**config.mk**
```make
export PLATFORM = sky130hd
export DESIGN_NAME = gtx_init_seq
export DESIGN_NICKNAME = d
export VERILOG_FILES = /design/src/rtl/gtx_init_seq.sv
export SDC_FILE = /design/constraint.sdc
export NUM_CORES = 1
export LEC_CHECK = 0
export CAP_MARGIN = 20
export CORE_MARGIN = 2
export CORE_UTILIZATION = 29
export DETAILED_ROUTE_END_ITERATION = 8
export PLACE_DENSITY = 0.46
export SYNTH_ARGS = -nofsm -noshare
export SYNTH_HDL_FRONTEND = slang
export SYNTH_SLANG_ARGS = --single-unit
```
**constraint.sdc**
```tcl
create_clock -name REFCLK -period 3 [get_ports REFCLK]
set_input_delay 0.6 -clock REFCLK [delete_from_list [all_inputs] [get_ports REFCLK]]
set_output_delay 0.6 -clock REFCLK [all_outputs]
set_load 0.02 [all_outputs]
```
**src/rtl/gtx_init_seq.sv**
```systemverilog
// GTX channel bring-up sequencer: GTXRESET -> RESETDONE -> core reset -> LANE_UP, with retries.
// Optional RUN-state LANE_UP debounce is enabled by defining GTX_INIT_LANE_DEBOUNCE_EN.
module gtx_init_seq #(
  parameter int RST_CYCLES      = 16,
  parameter int DONE_TIMEOUT    = 4095,
  parameter int CORE_RST_CYCLES = 64,
  parameter int LANE_TIMEOUT    = 65535,
  parameter int CNT_W           = 16
) (
  input  logic       REFCLK,
  input  logic       RESET,
  input  logic       TXPLLKDET,
  input  logic       GTXTEST1,
  input  logic       RESETDONE,
  input  logic       LANE_UP,
  output logic       GTXRESET,
  output logic       CORE_RESET,
  output logic       INIT_DONE,
  output logic [7:0] RETRY_CNT
);

  typedef enum logic [2:0] {
    S_IDLE,
    S_WAIT_TEST,
    S_GTX_RST,
    S_WAIT_DONE,
    S_CORE_RST,
    S_WAIT_LANE,
    S_RUN
  } state_t;

  localparam logic [CNT_W-1:0] L_RST_LAST  = CNT_W'(RST_CYCLES - 1);
  localparam logic [CNT_W-1:0] L_DONE_LAST = CNT_W'(DONE_TIMEOUT - 1);
  localparam logic [CNT_W-1:0] L_CORE_LAST = CNT_W'(CORE_RST_CYCLES - 1);
  localparam logic [CNT_W-1:0] L_LANE_LAST = CNT_W'(LANE_TIMEOUT - 1);

  state_t           r_state;
  state_t           w_nextState;
  logic [CNT_W-1:0] r_timer;
  logic             r_seenTest;
  logic             w_retryInc;
  logic             w_laneLost;

`ifdef GTX_INIT_LANE_DEBOUNCE_EN
  // Counts consecutive low LANE_UP samples in RUN; the 8th low sample declares the lane lost.
  logic [2:0] r_laneLowCnt;

  always_ff @(posedge REFCLK) begin
    if (RESET)
      r_laneLowCnt <= '0;
    else if (r_state == S_RUN && w_nextState == S_RUN && !LANE_UP)
      r_laneLowCnt <= r_laneLowCnt + 3'd1;
    else
      r_laneLowCnt <= '0;
  end

  assign w_laneLost = !LANE_UP && (r_laneLowCnt == 3'd7);
`else
  assign w_laneLost = !LANE_UP;
`endif

  // PLL loss overrides everything; within a state, RESETDONE loss beats LANE_UP loss beats timeout.
  always_comb begin
    w_nextState = r_state;
    w_retryInc  = 1'b0;
    if (r_state != S_IDLE && !TXPLLKDET) begin
      w_nextState = S_IDLE;
    end else begin
      case (r_state)
        S_IDLE:      if (TXPLLKDET) w_nextState = S_WAIT_TEST;
        S_WAIT_TEST: if (!GTXTEST1 && r_seenTest) w_nextState = S_GTX_RST;
        S_GTX_RST:   if (r_timer == L_RST_LAST) w_nextState = S_WAIT_DONE;
        S_WAIT_DONE: begin
          if (RESETDONE) begin
            w_nextState = S_CORE_RST;
          end else if (r_timer == L_DONE_LAST) begin
            w_nextState = S_GTX_RST;
            w_retryInc  = 1'b1;
          end
        end
        S_CORE_RST: begin
          if (!RESETDONE)
            w_nextState = S_GTX_RST;
          else if (r_timer == L_CORE_LAST)
            w_nextState = S_WAIT_LANE;
        end
        S_WAIT_LANE: begin
          if (LANE_UP) begin
            w_nextState = S_RUN;
          end else if (r_timer == L_LANE_LAST) begin
            w_nextState = S_GTX_RST;
            w_retryInc  = 1'b1;
          end
        end
        S_RUN: begin
          if (!RESETDONE)
            w_nextState = S_GTX_RST;
          else if (w_laneLost)
            w_nextState = S_CORE_RST;
        end
        default: w_nextState = S_IDLE;
      endcase
    end
  end

  // Outputs are decoded from the next state so they switch on the same edge as the state register.
  always_ff @(posedge REFCLK) begin
    if (RESET) begin
      r_state    <= S_IDLE;
      r_timer    <= '0;
      r_seenTest <= 1'b0;
      RETRY_CNT  <= 8'd0;
      GTXRESET   <= 1'b0;
      CORE_RESET <= 1'b1;
      INIT_DONE  <= 1'b0;
    end else begin
      r_state <= w_nextState;

      if (w_nextState != r_state)
        r_timer <= '0;
      else if (r_state inside {S_GTX_RST, S_WAIT_DONE, S_CORE_RST, S_WAIT_LANE})
        r_timer <= r_timer + 1'b1;

      if (w_nextState != S_WAIT_TEST)
        r_seenTest <= 1'b0;
      else if (r_state == S_WAIT_TEST && GTXTEST1)
        r_seenTest <= 1'b1;

      if (w_retryInc && RETRY_CNT != 8'hFF)
        RETRY_CNT <= RETRY_CNT + 8'd1;

      GTXRESET   <= (w_nextState == S_GTX_RST);
      CORE_RESET <= !(w_nextState inside {S_WAIT_LANE, S_RUN});
      INIT_DONE  <= (w_nextState == S_RUN);
    end
  end

endmodule

```
# ---- Yosys cells after proc, flatten, opt, wreduce, memory -nomap -nowiden
# Index checks and enable logic that the tools add are counted.
dict set report totals {
  regBits 31
  in_bits 6
  output_inout_bits 11
  wordCells 57
}
dict set report classes {
  n_addsub 2
  eq_ne 16
  mux 19
  reduce_logical 13
}
# cell n
set op_table {}
lappend op_table {{3-bit 2-to-1 mux} 12}
lappend op_table {{3-bit one-hot mux with 7 select lines} 1}
lappend op_table {{16-bit by 1-bit adder with 16-bit output (second input constant)} 1}
lappend op_table {{16-bit by 12-bit equality test with 1-bit output (second input constant)} 1}
lappend op_table {{16-bit equality test (second input constant)} 1}
lappend op_table {{16-bit by 4-bit equality test with 1-bit output (second input constant)} 1}
lappend op_table {{16-bit by 6-bit equality test with 1-bit output (second input constant)} 1}
lappend op_table {{3-bit equality test (second input constant)} 5}
lappend op_table {{3-bit by 2-bit equality test with 1-bit output (second input constant)} 3}
lappend op_table {{8-bit by 1-bit adder with 8-bit output (second input constant)} 1}
lappend op_table {{8-bit != test (second input constant)} 1}
lappend op_table {{1-bit 2-to-1 mux} 5}
lappend op_table {{1-bit logical AND} 4}
lappend op_table {{4-bit nonzero test} 1}
lappend op_table {{2-bit OR reduction} 2}
lappend op_table {{3-bit by 1-bit equality test with 1-bit output (second input constant)} 1}
lappend op_table {{1-bit logical NOT} 3}
lappend op_table {{3-bit logical NOT} 1}
lappend op_table {{3-bit by 1-bit != test with 1-bit output (second input constant)} 1}
lappend op_table {{3-bit != test} 1}
lappend op_table {{3-bit nonzero test} 1}
lappend op_table {{1-bit one-hot mux with 2 select lines} 1}
lappend op_table {{2-bit nonzero test} 1}

# ---- Depth between registers and ports, before layout
dict set report depth {
  depth_word 8
  mapped_depth 9
  ltp_nobuf 8
}

# ---- Worst setup path before layout
# No wires, ideal clock.
dict set report synth_path {
  kind {input -> register}
  start {input port TXPLLKDET}
  end {register r_timer[10]}
  setup_ns 0.115
  arrival_time_ns 2.097
  required_time_ns 2.885
  setup_slack_ns 0.788
  stages 6
  path_buffers 1
  cell_sequence {inv_1 -> a2111oi_0 -> nor3_4 -> o2111ai_2 -> buf_6 -> nor2_1}
}
dict set report synth_via {
  elab_chain_cells 5
  elab_cells_between_ends 7
  classes_between {eq/ne: 1; mux: 3; reduce/logical: 3}
}
# element line_no
set synth_rtl {}
lappend synth_rtl {{start, declared} 12} ;# input logic TXPLLKDET,
lappend synth_rtl {{3-bit 2-to-1 mux / 1-bit logical NOT (equally long branches)} {70, 66}}
lappend synth_rtl {{3-bit one-hot mux with 7 select lines / 1-bit logical AND (equally long branches)} {69, 66}}
lappend synth_rtl {{3-bit 2-to-1 mux (*)} 66} ;# if (r_state != S_IDLE && !TXPLLKDET) begin
lappend synth_rtl {{3-bit != test (*)} 119} ;# if (w_nextState != r_state)
lappend synth_rtl {{2-bit OR reduction (no source line) (*)} --}
lappend synth_rtl {{end signal, assigned} 122} ;# r_timer <= r_timer + 1'b1;
lappend synth_rtl {{end, declared} 39} ;# logic [CNT_W-1:0] r_timer;
# Mark *: on every way between the ends. The rest lies on a longest branch, timed or not.
# A chain may end at the register's enable or synchronous reset.

# ---- Worst setup path in the final report
dict set report layout_path {
  start {input port TXPLLKDET}
  end {register r_timer[12]}
}
# Same word-level chain as after synthesis.

==> metrics.md <==
| Metric | Value |
|---|---|
| Layout cells sized above 1 | `9.25%` |
| Initial DRT Pass Iterations | `5` |
| Yosys Warn Count | `0` |
| Grt ovf | `0` |
| CP peak stage delay | `570 ps` |
| Insertion delay to the later sink of the worst-skew pair | `roughly 280 ps` |
| Final ANT Viol Nets | `0` |
| Yosys top cell area share | `36.7%` |
| RSZ-0062 raised after global routing | `no` |
| Critical path startpoint category | `input port` |
| CTS tree | `done` |
| Ant. Diodes | `0` |
| Most common cell after layout, fill and taps aside | `nor2_1` |
| Crit-path max FO | `10` |
| Sw Ratio | `between 20% and 30%` |
| Placer Congestion | `0.840` |
| Critical path arrival | `2520 ps` |
| Clk slew on worst S/H paths | `60 ps` |
| DR WL/cell | `about 12 um` |
| Post-Syn Area | `0.00169 mm2` |
| Switching pwr | `196 uW` |
| Critical path class | `in -> reg` |
| H-tree levels | `2` |
| Yosys reg bits | `31` |
| Die area | `0.00646 mm2` |
| Initial antenna violation count | `0` |
| Comb power frac | `about 7.9%` |
| Fmax | `between 0.4 and 0.5 GHz` |
| Clock Tree Buf Depth | `2` |
| Post-synthesis sequential area ratio | `36.7%` |
| Detailed-placement wirelength estimate | `2.82 mm` |
| CTS Hold Bufs | `0` |
| Max-slew violations | `0` |
| WL final | `3.72 mm` |
| Lkg Pwr | `0.000661 uW` |
| Worst path cell trace | `clkdlybuf4s50_1 > inv_1 > a2111oi_0 > buf_4 > nor3_4 > o2111ai_2 > buf_4 > nor2_1` |
| Final hold violations | `0` |
| Area grow syn2layout | `20.9%` |
| Site Rows | `27` |
| Status | `completed` |
| Total number of vias | `1460` |
| CP endpoint kind | `flop` |
| Chip width | `about 80 um` |
| Slowest CP cell | `clkdlybuf4s50_1` |
| Final worst clock skew | `4.53 ps` |
| Commonest non-fill, non-tap cells in the layout | `nor2_1 (39), dfxtp_1 (31), nand2_1 (18)` |
| Biggest area consumer among synthesized cells | `dfxtp_1` |
| Nets | `235` |
| First-pass GRT wire length | `6.46 mm` |
| All-Layer GR Usage | `about an eighth` |
| Count of final setup violators | `0` |
| Cells after synthesis | `approximately 200` |
| IO buf count | `16` |
| Resized cells post-CTS | `0` |
| Die Span Y | `80.4 um` |
| Reg power frac | `49.6%` |
| Vias in the first global route | `between 1000 and 1500` |
| # Max-Cap Violations | `0` |
| Hold_ws | `524 ps` |
| Post-CTS Repair Setup Buffers | `0` |
| CTS buffer count | `5` |
| DRC viols | `0` |
| Setup TNS | `0 ps` |
| Boundary Pins | `17` |
| Synth cell types | `46` |
| Drt via density | `4.88` |
| Worst slew margin | `58.8%` |
| Mean Syn Cell Area | `8.29 um2` |
| Final period util | `around four fifths` |
| Final min period | `2340 ps` |
| Clk pwr share | `about 43%` |
| Clock root cell | `clkbuf_8` |
| Top cells by area, synth | `dfxtp_1 (37%), nor2_1 (8.7%), xnor2_1 (6.2%), xor2_1 (6.2%), nand2_1 (4.0%)` |
| Slew @ Worst Pin | `619 ps` |
| Post-Syn Nets | `213` |
| PwrDens | `416 mW/mm2` |
| Max VDD drop | `0.157 mV` |
| Largest net degree at the start of global routing | `16` |
| Starting density of the core | `a little over 30%` |
| Clk sinks | `31` |
| Internal power | `654 uW` |
| CP most frequent cell | `buf_4` |
| Initial DRC count | `between 40 and 50` |
| Hold WC Path Type | `reg -> reg` |
| Critical Path RT | `about 3200 ps` |
| Core Region | `0.00557 mm2` |
-- synth_stat cells, drive strengths merged --
cell type / count
a2111oi: 1
a211oi: 2
a21boi: 1
a21oi: 6
a22oi: 1
a41oi: 1
and3: 2
buf: 4
clkbuf: 2
dfxtp: 31
ha: 3
inv: 8
nand2: 18
nand2b: 4
nand3: 8
nand3b: 2
nand4: 7
nand4b: 2
nor2: 39
nor2b: 2
nor3: 6
nor3b: 2
nor4: 8
nor4b: 1
o2111ai: 2
o21a: 1
o21ai: 2
o21ba: 1
o22ai: 1
o311ai: 1
o31a: 1
o31ai: 1
o32a: 1
o32ai: 1
or2: 3
or3: 1
or4: 2
or4bb: 1
xnor2: 12
xor2: 12
-- final cells by class --
cell class | count | area (um2)
repair buffers | 21 | 198
fillers | 591 | 3530
inverters | 8 | 30.0
flip-flops and latches | 31 | 621
multi-input cells | 159 | 1010
well taps | 72 | 90.1
clock buffers | 8 | 100
-- per-stage QoR --
step	instance area, um2	instances	total power, uW	worst slack [ps]	utilization [%]
after CTS	2050	299	871	598	36.7
after detailed placement	1950	291	499	290	34.9
after floorplan	1690	204	474	788	-
final	2050	299	850	658	36.7
after global routing	2050	299	899	385	36.7
after global placement	1950	291	500	348	34.9
-- power by group through the flow --
stage,combinational (uW),clock (uW),sequential (uW)
detailed placement,68.5,0,431
floorplan,48.4,0,426
CTS,68.9,381,421
finish,67.1,361,422
global placement,68.9,0,431
global route,76.0,401,422
-- registers in the layout, summed over array words and instances, names as in the netlist --
register / cells
r_timer: 16
r_state: 3
RETRY_CNT: 8
r_seenTest: 1
CORE_RESET: 1
INIT_DONE: 1
GTXRESET: 1
-- kinds of logic after synthesis --
group / after synthesis / synth area share [%]
fa+ha+maj: 3 / 2.22
compound gates: 24 / 10.6
xor+xnor: 24 / 12.4
buf+inv: 14 / 3.77
simple gates: 108 / 34.3
flops: 31 / 36.7
-- routing by layer --
layer | GRT usage (%) | up-vias | wire length (um)
li1 | - | 757 | -
met1 | 17.4 | 675 | 1890
met2 | 20.1 | 24 | 1640
met3 | 3.71 | 4 | 141
met4 | 5.08 | 0 | 47
met5 | 0 | - | 0
-- worst max-delay path: cells and delay by family --
family | cells | cell delay, ps
buffers and inverters | 4 | 1080
AND/OR/NAND/NOR | 2 | 120
AO/OA/AOI/OAI | 2 | 730
-- worst paths after layout --
check / from / end / slack (ps) / cells after the start
hold reg to reg: RETRY_CNT[1]$_SDFFE_PP0P_ / RETRY_CNT[1]$_SDFFE_PP0P_ / 520 / 2
setup reg to reg: r_timer[5]$_SDFFE_PP0P_ / r_timer[12]$_SDFFE_PP0P_ / 660 / 7
setup / recovery: TXPLLKDET / r_timer[12]$_SDFFE_PP0P_ / 660 / 8
hold / removal: RETRY_CNT[1]$_SDFFE_PP0P_ / RETRY_CNT[1]$_SDFFE_PP0P_ / 520 / 2
(Power assumes the default switching activity.)
